==> config.mk <==
export PLATFORM = sky130hd
export DESIGN_NAME = dma_channel_arbiter_flat
export DESIGN_NICKNAME = d
export VERILOG_FILES = /design/src/rtl/dma_channel_arbiter_if.sv /design/src/rtl/dma_channel_arbiter.sv /design/src/flat_wrapper.sv
export SDC_FILE = /design/constraint.sdc
export NUM_CORES = 1
export LEC_CHECK = 0
export BUFFER_PORTS_ARGS = -buffer_cell sky130_fd_sc_hd__buf_2
export CELL_PAD_IN_SITES_DETAIL_PLACEMENT = 1
export CELL_PAD_IN_SITES_GLOBAL_PLACEMENT = 1
export CORE_MARGIN = 3
export CORE_UTILIZATION = 28
export DETAILED_ROUTE_END_ITERATION = 12
export HOLD_SLACK_MARGIN = 0.06
export PLACE_DENSITY = 0.85
export SETUP_SLACK_MARGIN = 0.2
export SYNTH_ARGS = -nofsm -noshare
export SYNTH_HDL_FRONTEND = slang
export SYNTH_SLANG_ARGS = --single-unit
==> constraint.sdc <==
create_clock -name clk -period 6.3 [get_ports clk]
set_clock_uncertainty 0.2 [all_clocks]
set_input_delay 0.63 -clock clk [delete_from_list [all_inputs] [get_ports clk]]
set_output_delay 0.63 -clock clk [all_outputs]
set_load 0.01 [all_outputs]
==> src/rtl/dma_channel_arbiter_if.sv <==
// Bus bundle between the DMA channel arbiter, its four requesting channels and the DMA engine.
// The arbiter uses the master view; requesters and engine together form the slave side.
interface dma_channel_arbiter_if;
    logic [3:0]  req;
    logic [39:0] desc_origin;
    logic [39:0] desc_dest;
    logic [19:0] desc_qty;
    logic [3:0]  grant;
    logic [3:0]  done;
    logic [3:0]  err;
    logic        busy;
    logic [9:0]  OriginAddress;
    logic [9:0]  DestinationAddress;
    logic [4:0]  BytesQuantity;
    logic        dma_load;
    logic        dma_start;
    logic        dma_ack;
    logic        dma_int;

    modport master (
        input  req, desc_origin, desc_dest, desc_qty, dma_ack, dma_int,
        output grant, done, err, busy, OriginAddress, DestinationAddress, BytesQuantity,
               dma_load, dma_start
    );

    modport slave (
        output req, desc_origin, desc_dest, desc_qty, dma_ack, dma_int,
        input  grant, done, err, busy, OriginAddress, DestinationAddress, BytesQuantity,
               dma_load, dma_start
    );
endinterface

==> src/rtl/dma_channel_arbiter.sv <==
// Round-robin arbiter handing one DMA engine to four channels, with descriptor latching
// and a LOAD/BUSY watchdog that aborts a stalled transfer.
//
//   state | meaning
//   IDLE  | no owner; arbitrate when any req is high (skipped in the cycle err pulses)
//   LOAD  | dma_load high, waiting for dma_ack
//   START | one-cycle dma_start strobe
//   BUSY  | transfer running, waiting for dma_int
//   DONE  | one-cycle done pulse to the owner, grant still held
module dma_channel_arbiter #(
    parameter int N_CH    = 4,
    parameter int TIMEOUT = 1024
) (
    input logic                  clk,
    input logic                  rst,
    dma_channel_arbiter_if.master bus
);
    localparam int CHW = $clog2(N_CH);
    localparam int CW  = $clog2(TIMEOUT);

    localparam logic [2:0] IDLE  = 3'd0;
    localparam logic [2:0] LOAD  = 3'd1;
    localparam logic [2:0] START = 3'd2;
    localparam logic [2:0] BUSY  = 3'd3;
    localparam logic [2:0] DONE  = 3'd4;

    logic [2:0]      state;
    logic [CHW-1:0]  ptr;
    logic [CHW-1:0]  ch;
    logic [N_CH-1:0] grant;
    logic [N_CH-1:0] err;
    logic [CW-1:0]   tmo_cnt;
    logic [9:0]      origin;
    logic [9:0]      dest;
    logic [4:0]      qty;

    logic [CHW-1:0]  idx;
    logic [CHW-1:0]  pick;
    logic            pick_vld;
    logic [N_CH-1:0] pick_oh;
    logic [4:0]      pick_qty;
    logic            tmo_hit;

    // Walk downward so the channel closest above ptr is the one left standing.
    always_comb begin
        idx      = '0;
        pick     = '0;
        pick_vld = 1'b0;
        for (int i = N_CH - 1; i >= 0; i--) begin
            idx = ptr + CHW'(i);
            if (bus.req[idx]) begin
                pick     = idx;
                pick_vld = 1'b1;
            end
        end
    end

    always_comb begin
        pick_oh       = '0;
        pick_oh[pick] = 1'b1;
    end

    assign pick_qty = bus.desc_qty[int'(pick) * 5 +: 5];
    assign tmo_hit  = (tmo_cnt == CW'(TIMEOUT - 1));

    always_ff @(posedge clk) begin
        if (rst) begin
            state   <= IDLE;
            ptr     <= '0;
            ch      <= '0;
            grant   <= '0;
            err     <= '0;
            tmo_cnt <= '0;
            origin  <= '0;
            dest    <= '0;
            qty     <= '0;
        end else begin
            err <= '0;
            case (state)
                IDLE: begin
                    if (|err) begin
                        grant <= '0;
                    end else if (pick_vld) begin
                        grant  <= pick_oh;
                        ch     <= pick;
                        origin <= bus.desc_origin[int'(pick) * 10 +: 10];
                        dest   <= bus.desc_dest[int'(pick) * 10 +: 10];
                        qty    <= pick_qty;
                        if (pick_qty != 5'd0) begin
                            state   <= LOAD;
                            tmo_cnt <= '0;
                        end else begin
                            state <= DONE;
                        end
                    end
                end
                LOAD: begin
                    if (tmo_hit) begin
                        state <= IDLE;
                        err   <= grant;
                        ptr   <= ch + CHW'(1);
                    end else begin
                        tmo_cnt <= tmo_cnt + CW'(1);
                        if (bus.dma_ack) state <= START;
                    end
                end
                START: state <= BUSY;
                BUSY: begin
                    // Completion beats a coincident watchdog expiry.
                    if (bus.dma_int) begin
                        state <= DONE;
                    end else if (tmo_hit) begin
                        state <= IDLE;
                        err   <= grant;
                        ptr   <= ch + CHW'(1);
                    end else begin
                        tmo_cnt <= tmo_cnt + CW'(1);
                    end
                end
                DONE: begin
                    state <= IDLE;
                    grant <= '0;
                    ptr   <= ch + CHW'(1);
                end
                default: state <= IDLE;
            endcase
        end
    end

    assign bus.grant              = grant;
    assign bus.done               = (state == DONE) ? grant : '0;
    assign bus.err                = err;
    assign bus.busy               = (state != IDLE);
    assign bus.dma_load           = (state == LOAD);
    assign bus.dma_start          = (state == START);
    assign bus.OriginAddress      = origin;
    assign bus.DestinationAddress = dest;
    assign bus.BytesQuantity      = qty;
endmodule

==> src/flat_wrapper.sv <==
// flat-port wrapper written by rule: the top's interface ports become plain ports
module dma_channel_arbiter_flat 
#(
    parameter int N_CH    = 4,
    parameter int TIMEOUT = 1024
)
  (clk, rst, bus_req, bus_desc_origin, bus_desc_dest, bus_desc_qty, bus_dma_ack, bus_dma_int, bus_grant, bus_done, bus_err, bus_busy, bus_OriginAddress, bus_DestinationAddress, bus_BytesQuantity, bus_dma_load, bus_dma_start);
  dma_channel_arbiter_if bus_i ();
  input logic clk;
  input logic rst;
  input wire logic [$bits(bus_i.req)-1:0] bus_req;
  input wire logic [$bits(bus_i.desc_origin)-1:0] bus_desc_origin;
  input wire logic [$bits(bus_i.desc_dest)-1:0] bus_desc_dest;
  input wire logic [$bits(bus_i.desc_qty)-1:0] bus_desc_qty;
  input wire logic [$bits(bus_i.dma_ack)-1:0] bus_dma_ack;
  input wire logic [$bits(bus_i.dma_int)-1:0] bus_dma_int;
  output wire logic [$bits(bus_i.grant)-1:0] bus_grant;
  output wire logic [$bits(bus_i.done)-1:0] bus_done;
  output wire logic [$bits(bus_i.err)-1:0] bus_err;
  output wire logic [$bits(bus_i.busy)-1:0] bus_busy;
  output wire logic [$bits(bus_i.OriginAddress)-1:0] bus_OriginAddress;
  output wire logic [$bits(bus_i.DestinationAddress)-1:0] bus_DestinationAddress;
  output wire logic [$bits(bus_i.BytesQuantity)-1:0] bus_BytesQuantity;
  output wire logic [$bits(bus_i.dma_load)-1:0] bus_dma_load;
  output wire logic [$bits(bus_i.dma_start)-1:0] bus_dma_start;
  assign bus_i.req = bus_req;
  assign bus_i.desc_origin = bus_desc_origin;
  assign bus_i.desc_dest = bus_desc_dest;
  assign bus_i.desc_qty = bus_desc_qty;
  assign bus_i.dma_ack = bus_dma_ack;
  assign bus_i.dma_int = bus_dma_int;
  assign bus_grant = bus_i.grant;
  assign bus_done = bus_i.done;
  assign bus_err = bus_i.err;
  assign bus_busy = bus_i.busy;
  assign bus_OriginAddress = bus_i.OriginAddress;
  assign bus_DestinationAddress = bus_i.DestinationAddress;
  assign bus_BytesQuantity = bus_i.BytesQuantity;
  assign bus_dma_load = bus_i.dma_load;
  assign bus_dma_start = bus_i.dma_start;
  dma_channel_arbiter #(.N_CH(N_CH), .TIMEOUT(TIMEOUT)) u_core (.clk(clk), .rst(rst), .bus(bus_i));
endmodule
==> flow_metrics.env <==
export IMPL_cp_top_family="compound AO/OA/AOI/OAI gates"
export IMPL_path_buf_inv=1
export IMPL_cp_required_ns=6.25
export IMPL_synth_nets=534
export IMPL_preCtsSetupSlack_ns=2.591
export IMPL_ys_seq_elements=50
export IMPL_period_needed_ns=3.365
export IMPL_fin_tns_setup_ns=0
export IMPL_worst_pin_slew_ns=1.100
export IMPL_grt_pass1_vias=3489
export IMPL_cts_reportedPaths_clkPinSlew_ns=0.09
export IMPL_die_h_um=108.1
export IMPL_cp_arrival_ns=3.31
export IMPL_layout_drive_gt1_share_pct=30.80
export IMPL_clockRootBuffer="clkbuf_8"
export IMPL_fin_nets=660
export IMPL_gp_congestion=0.8396
export IMPL_holdCritPathClass="flip-flop to flip-flop"
export IMPL_nFillCells=1317
export IMPL_power_per_cell_area_nw_per_um2=279.8
export IMPL_drt_wirelength_per_cell_um=15.16
export IMPL_drc=0
export IMPL_drt_first_pass_iters=4
export IMPL_p_leak_nw=1.844
export IMPL_post_cts_buffers=0
export IMPL_grt_max_degree=54
export IMPL_grt_pass1_wl_um=16880
export IMPL_ys_seq_area_share_pct=34.26
export IMPL_vias=3446
export IMPL_dpl_cell_area_um2=3721
export IMPL_ctsHoldBuffers=0
export IMPL_hold_viol_final=0
export IMPL_boundaryPins=148
export IMPL_startpoint_type="primary input"
export IMPL_io_buffer_count=147
export IMPL_cp_slowest_stage_delay_ns=0.81
export IMPL_register_area_um2=1001
export IMPL_grt_usage_pct=17.53
export IMPL_syn2layout_area_growth_pct=30.62
export IMPL_rows=36
export IMPL_peakVddDrop_uv=119.3
export IMPL_drtIter0Drc=163
export IMPL_cts_max_path_buffers=2
export IMPL_core_um2=9955
export IMPL_cts_tree="built"
export IMPL_async_reset_ff_share_pct=0
export IMPL_cts_buffers=5
export IMPL_dieArea_um2=11700
export IMPL_maxCapViolCount=0
export IMPL_hpwl_um=7862
export IMPL_crit_fanout=53
export IMPL_cts_sinks=50
export IMPL_syn_inst=425
export IMPL_ant_nets=0
export IMPL_synth_edf_count=0
export IMPL_max_slew_margin_pct=24.74
export IMPL_antenna_cells=0
export IMPL_antenna_found_initial=0
export IMPL_slew_violations=0
export IMPL_status="completed"
export IMPL_syn_cell_area_um2=2922
export IMPL_setup_viol=0
export IMPL_stdcell_area_um2=3816
export IMPL_path_cells="buf_2 -> nand2b_1 -> a21oi_1 -> a211o_2 -> nand2_1 -> and3_1 -> a31oi_1 -> o41ai_4 -> o21ai_0 -> a21oi_1"
export IMPL_viasPerCell=5.031
export IMPL_multi_input_area_um2=1784
export IMPL_ys_types=39
export IMPL_start_util_pct=29.35
export IMPL_cts_resized=0
export IMPL_wl_um=10390
export IMPL_path_common_cell="a21oi_1"
export IMPL_syn_avg_cell_area_um2=6.874
export IMPL_fin_ws_ns=2.935
export IMPL_min_period_over_period_pct=53.42
export IMPL_rsz0062_at_grt="false"
export IMPL_synth_warnings=0
export IMPL_critical_path_class="primary input to flip-flop"
export IMPL_fmax_mhz=297.1
export IMPL_htree_levels=2
export IMPL_synth_ff_type="dfxtp_1"
export IMPL_insertion_delay_ns=0.31
export IMPL_end_kind="flip-flop"
export IMPL_die_w_um=108.1
export IMPL_cpMaxStageDelayCell="a211o_2"
export IMPL_grt_overflow_total=0
export IMPL_fin_util_pct=38.34
[per-stage QoR]
| step | hold WS [ns] | total power [mW] | cells |
|---|---|---|---|
| 3_3_place_gp | 0.2395 | 0.8565 | 677 |
| 4_1_cts | 0.2576 | 1.079 | 685 |
| 6_report | 0.2545 | 1.068 | 685 |
| 5_1_grt | 0.2859 | 1.151 | 685 |
| 2_1_floorplan | 0.2443 | 0.7045 | 425 |
| 3_5_place_dp | 0.2440 | 0.8758 | 677 |
[worst reg2reg max path, stage by stage (launching register included)]
cell and delay, ns:
dfxtp_1 0.34, nand2b_1 0.17, a21oi_1 0.28, a211o_2 0.81, nand2_1 0.11, and3_1 0.21
a31oi_1 0.45, o41ai_4 0.19, o21ai_0 0.25, a21oi_1 0.08
[metal layers]
layer / wire [um] / GRT usage [%] / vias up
met4: 198 / 4.869 / 0
met2: 4991 / 31.84 / 124
met5: 0 / 0 / -
li1: - / - / 1708
met3: 761 / 3.463 / 16
met1: 4434 / 20.92 / 1598
[power by group]
group          leakage (nW)  switching [mW]  total (mW)  internal (mW)
logic                  1.39           0.290       0.450          0.160
registers             0.409          0.0462       0.416          0.370
clock network        0.0489           0.111       0.202         0.0911
[placed cells by master, fill, tap and decap left out, drive strengths merged]
master,count
clkbuf,7
a21oi,40
nand4,3
o41ai,1
a211oi,4
or2,1
ha,1
and2,5
o32ai,1
a2111oi,2
nor2,36
and3,8
mux2i,10
nor4,3
a211o,1
a31oi,2
nor2b,1
xnor2,1
buf,148
a22o,1
a21boi,1
nand2,119
nor3,5
nand3,66
a32oi,3
nand2b,4
mux2,4
and2b,1
inv,8
o41a,1
dfxtp,50
o21a,1
o21ai,8
a22oi,2
a311oi,3
[sequential cells by signal, indices dropped and copies added, names as in the netlist]
name,count
u_core.bus.DestinationAddress,10
u_core.bus.OriginAddress,10
u_core.tmo_cnt,10
u_core.bus.BytesQuantity,5
u_core.bus.err,4
u_core.bus.grant,4
u_core.state,3
u_core.ch,2
u_core.ptr,2
[final timing paths]
path | start | to | slack (ns) | cells after the start
setup / recovery | bus_req[1] | u_core.tmo_cnt[7] | 2.93 | 10
hold / removal | u_core.bus.DestinationAddress[5] | u_core.bus.DestinationAddress[5] | 0.25 | 2
setup reg to reg | u_core.ptr[0] | u_core.tmo_cnt[7] | 3.05 | 9
hold reg to reg | u_core.bus.DestinationAddress[5] | u_core.bus.DestinationAddress[5] | 0.25 | 2
[cell usage after synthesis, types with 3 or more instances]
cell type	instances	area, um^2
a211oi_1	3	22.52
a21oi_1	40	200.2
a311oi_2	3	45.04
a32oi_1	3	26.28
and2_1	5	31.28
and3_1	8	50.05
clkbuf_1	25	93.84
dfxtp_1	50	1001
inv_1	7	26.28
mux2_2	3	33.78
mux2i_1	10	100.1
nand2_1	119	446.7
nand2b_1	4	25.02
nand3_1	66	330.3
nor2_1	36	135.1
nor3_1	5	25.02
nor4_1	3	18.77
o21ai_0	8	40.04
[cell families (layout without fill, tap and decap cells)]
group	Yosys count	after routing	synth area share, %
compound gates	71	71	16.49
xor+xnor	1	1	0.2998
fa+ha+maj	1	1	0.4282
buf+inv	36	163	5.225
flops	50	50	34.26
mux	14	14	5.096
simple gates	252	252	38.20
[final cells by class]
| type | instances | share of cell area [%] |
|---|---|---|
| inverters | 7 | 0.6885 |
| repair buffers | 148 | 19.48 |
| clock buffers | 7 | 2.262 |
| clock inverters | 1 | 0.2295 |
| flip-flops and latches | 50 | 26.23 |
| multi-input cells | 339 | 46.75 |
| well taps | 133 | 4.361 |
(Power assumes the default switching activity.)
